`config.mk`:
```
export PLATFORM = sky130hd
export DESIGN_NAME = rand_delay_ctrl
export DESIGN_NICKNAME = d
export VERILOG_FILES = /design/src/rtl/rand_delay_ctrl.sv
export SDC_FILE = /design/constraint.sdc
export NUM_CORES = 1
export LEC_CHECK = 0
export ABC_CLOCK_PERIOD_IN_PS = 1500
export BUFFER_PORTS_ARGS = -buffer_cell sky130_fd_sc_hd__buf_2
export CORE_ASPECT_RATIO = 1.25
export CORE_MARGIN = 8
export CORE_UTILIZATION = 44
export DETAILED_ROUTE_END_ITERATION = 8
export GPL_TIMING_DRIVEN = 0
export PLACE_DENSITY = 0.84
export SLEW_MARGIN = 20
export SYNTH_ARGS = -nofsm -noshare
export SYNTH_HDL_FRONTEND = slang
export SYNTH_SLANG_ARGS = --single-unit
export TNS_END_PERCENT = 1
```
`constraint.sdc`:
```
create_clock -name clk -period 1.5 [get_ports clk]
set_input_delay 0.225 -clock clk [delete_from_list [all_inputs] [get_ports clk]]
set_output_delay 0.225 -clock clk [all_outputs]
set_load 0.02 [all_outputs]
```
`src/rtl/rand_delay_ctrl.sv`:
```
// rand_delay_ctrl: random-latency request/response handshake controller.
// Each accepted request samples a delay (from the LFSR word or a fixed
// configuration value). The controller waits that many cycles, then presents
// a response and holds it until the response handshake completes. The LFSR
// is advanced once per accepted request.
module rand_delay_ctrl #(
    parameter int W  = 5,
    parameter int DW = 3,
    parameter int CW = 16
) (
    input  logic          clk,
    input  logic          rst,
    input  logic [W-1:0]  rnd,
    output logic          rnd_en,
    input  logic          req_valid,
    output logic          req_ready,
    output logic          resp_valid,
    input  logic          resp_ready,
    input  logic          cfg_fixed,
    input  logic [DW-1:0] cfg_dly,
    output logic          busy,
    output logic [CW-1:0] txn_cnt
);

    typedef enum logic [1:0] {
        S_IDLE = 2'd0,
        S_WAIT = 2'd1,
        S_RESP = 2'd2
    } state_t;

    state_t        state;
    state_t        state_next;
    logic [DW-1:0] cnt;
    logic [DW-1:0] dly;
    logic          accept;
    logic          resp_done;

    // Only the low DW bits of the LFSR word select the delay.
    logic unused_rnd;
    assign unused_rnd = ^rnd;

    assign dly       = cfg_fixed ? cfg_dly : rnd[DW-1:0];
    assign accept    = req_valid && (state == S_IDLE);
    assign resp_done = (state == S_RESP) && resp_ready;

    assign req_ready  = (state == S_IDLE);
    assign resp_valid = (state == S_RESP);
    assign busy       = (state != S_IDLE);
    // Kept low during reset so the LFSR does not advance on an aborted cycle.
    assign rnd_en     = req_valid && (state == S_IDLE) && !rst;

    // State register; reset aborts any in-flight transaction.
    always_ff @(posedge clk) begin
        if (rst) begin
            state <= S_IDLE;
        end else begin
            state <= state_next;
        end
    end

    // Next-state logic: a zero delay skips the WAIT state entirely.
    always_comb begin
        state_next = state;
        unique case (state)
            S_IDLE: begin
                if (accept) begin
                    state_next = (dly == '0) ? S_RESP : S_WAIT;
                end
            end
            S_WAIT: begin
                if (cnt == DW'(1)) begin
                    state_next = S_RESP;
                end
            end
            S_RESP: begin
                if (resp_ready) begin
                    state_next = S_IDLE;
                end
            end
            default: state_next = S_IDLE;
        endcase
    end

    // Delay down-counter: loaded on acceptance, decremented while waiting.
    always_ff @(posedge clk) begin
        if (rst) begin
            cnt <= '0;
        end else if (accept) begin
            cnt <= dly;
        end else if (state == S_WAIT) begin
            cnt <= cnt - DW'(1);
        end
    end

    // Completed-transaction counter, wraps naturally at 2^CW.
    always_ff @(posedge clk) begin
        if (rst) begin
            txn_cnt <= '0;
        end else if (resp_done) begin
            txn_cnt <= txn_cnt + CW'(1);
        end
    end

endmodule
```
==> parameters.txt <==
Parameter                              Value

Timing
  Fin worst setup slack    -223.8 ps
  Fmax    0.5801 GHz
  Count of final setup violators    6
  Clock skew after layout    ~7.5 ps
  Fin. Hold Viols    0
  Shortest clock period the worst path allows after layout    1724 ps
  Setup repair after global routing missed its margin    true
  Slew Limit Headroom    64.07%
  Transition at the pin with the smallest max-transition slack    538.9 ps
  Final period utilization    114.9%
  Sum of negative setup slack    -619.9 ps
  Max Transition Viols Final    0

GRT
  Pin count of the biggest net entering global routing    13
  GRT Residual Overflow    0
  Total routing usage reported by global routing    14.45%
  First-pass GRT wire length    4.926 mm
  Number of global-route vias before repair    about 1200
  Number of antenna violations at the first check in global routing    0

Route
  First-pass detailed-route iteration total    4
  Wire length after detailed routing    3.021 mm
  Antenna violation net count after detailed routing    0
  Remaining routing DRC violations    0
  Via Count    1122
  Vias per inst    roughly 5.5
  Number of DRC violations after detailed-routing iteration 0    21
  Avg WL per Cell    14.88 µm

Floorplan
  Die Wd    just under 60 µm
  Initial cell density of the core    roughly 45%
  Number of cell rows    20
  Die footprint    approximately 4200 µm²
  Vertical die dimension    70.58 µm
  Top-level port count    33
  Floorplan core area    2352 µm²

Critical path
  FF-to-FF setup slack    -220 ps
  Start-to-end type of the worst setup path    flip-flop to flip-flop
  Critical Path End Type    flip-flop
  Arrival @ worst endpoint    1970 ps
  Worst path required time    roughly 1800 ps
  Crit-path max FO    4
  Kind of start point of the critical path    flip-flop

Run status
  Violations in the final reports    negative setup slack
  Result of the run    complete, but fails checks

Clocking
  Number of buffers added by the clock tree synthesis step    3
  CTS Sinks    21
  Hold-fix buffers, CTS    0
  Clk pin slew, worst setup/hold paths    between 100 and 150 ps
  H-tree levels    1
  Insertion delay to the later sink of the worst-skew pair    300 ps
  Maximum clock insertion buffer count    2
  Clk root buf    clkbuf_4
  Clock tree from TritonCTS    done

Cells and area
  Antenna diodes    0
  Area delta synth->final    39.50%
  Fin util    between 60% and 70%
  Net count, final    approximately 190
  Layout cell share with drive strength beyond 1    roughly two fifths
  Finished Layout Cells    203
  Summed area of non-filler cells in the final layout    1463 µm²

Placement
  Routability Congestion    0.7911
  Placed instance count    187
  Number of port buffers    30
  Half-perimeter wire length after placement    1.934 mm
  Instance area after placement    1254 µm²

Run
  Max cap viols    0

Yosys
  Synthesized area per cell    8.456 µm²
  Syn_nets    140
  Yosys warnings    0
  Area leader, netlist    dfxtp_1
  Count of mapped cells out of synthesis    between 100 and 150
  Post-synthesis sequential element count    21
  Dominant cell by count in the synthesized netlist    dfxtp_1
  Unique cell type count in the Yosys netlist    33
  Seq/Total Area, Yosys    40.10%
  Share of synthesized registers carrying an async set or reset    0%
  Cell types with the largest area share after synthesis    dfxtp_1 40%, xnor2_1 5.8%, nor2_1 5.4%
  Summed instance area of the synthesized netlist    1049 µm²
  Number of enable-type register cells in the synthesized netlist    0
  Main flop type after synthesis    dfxtp_1
  Synth top area share    40.10%
  Most numerous cell types in the synthesized netlist    21 x dfxtp_1, 15 x nor2_1, 10 x a21oi_1, 8 x nand2_1, 7 x xnor2_1

Power
  Peak supply drop    0.0005210 V
  Leakage power summed over all cells    about 0.00060 µW
  Total power    slightly above 1000 µW
  Total power per unit cell area    around 700 nW/µm²

Min path
  Classification of the worst-slack hold path    input port to flip-flop
## area by class of cell
cell class / instances / area [µm²]
Fill cell: 218 / 889.6
Multi-Input combinational cell: 95 / 660.6
Sequential cell: 21 / 452.9
Timing Repair Buffer: 43 / 254.0
Tap cell: 33 / 41.29
Clock buffer: 3 / 22.52
Inverter: 5 / 18.77
Buffer: 2 / 7.507
Clock inverter: 1 / 5.005
## worst paths after layout
kind | startpoint | endpoint | cells past startpoint
worst min register to register | cnt[0] | cnt[0] | 2
worst min-delay path | rst | txn_cnt[4] | 2
worst max-delay path | txn_cnt[0] | txn_cnt[14] | 5
worst max register to register | txn_cnt[0] | txn_cnt[14] | 5
## power breakdown
part | leakage [µW] | internal, µW | switching (µW)
combinational | 0.000404 | 72.0 | 93.1
clock | 0.0000177 | 99.3 | 171
sequential | 0.000177 | 564 | 17.7
total | 0.000599 | 736 | 282
## routing by layer
metal | vias up | share of wire, % | GRT usage (%)
li1 | 542 | - | -
met2 | 44 | 53 | 26.08
met3 | 4 | 7.5 | 5.082
met5 | - | 0 | 0
met1 | 532 | 38 | 14.39
met4 | 0 | 0.83 | 5.319
## critical path, cell delays in order (launching register included)
cell	delay [ps]
dfxtp_4	400
ha_4	130
nand4b_1	180
or3_1	430
or4_4	420
a21oi_2	120
## cells by family after synthesis
group	share of synthesized area (%)
AO/OA/AOI/OAI	11.22
XOR/XNOR	8.354
adder cells (fa/ha/maj)	3.580
buffers and inverters	2.864
flip-flops	40.10
multiplexers	2.864
AND/OR/NAND/NOR	31.03
## state kept, by name (all words and copies together), names as in the netlist
signal and count:
cnt 3, txn_cnt 16, state 2
## repair_timing
action                                  CTS  global route
buffers inserted                         12             1
endpoints found under the setup margin    5            10
pin swaps                                 7             6
resized for setup                        13            11
## stage by stage
stage / hold WS (ps) / setup WS (ps)
5_1_grt: 86.25 / -302.7
4_1_cts: 97.31 / -130.4
3_3_place_gp: 418.7 / -254.3
6_report: 104.8 / -223.8
3_5_place_dp: 419.4 / -280.4
2_1_floorplan: 286.7 / -155.2
## cells in the final DEF, fill, tap and decap left out, types with 4 or more instances in the layout
cell / count
inv_1: 5
dfxtp_1: 11
dfxtp_4: 8
nand3_1: 6
a21oi_1: 9
nor2_1: 14
nand4_1: 4
xnor2_1: 6
nand2_1: 8
buf_4: 13
buf_2: 29
No activity file was read; power rests on OpenSTA's default activity.
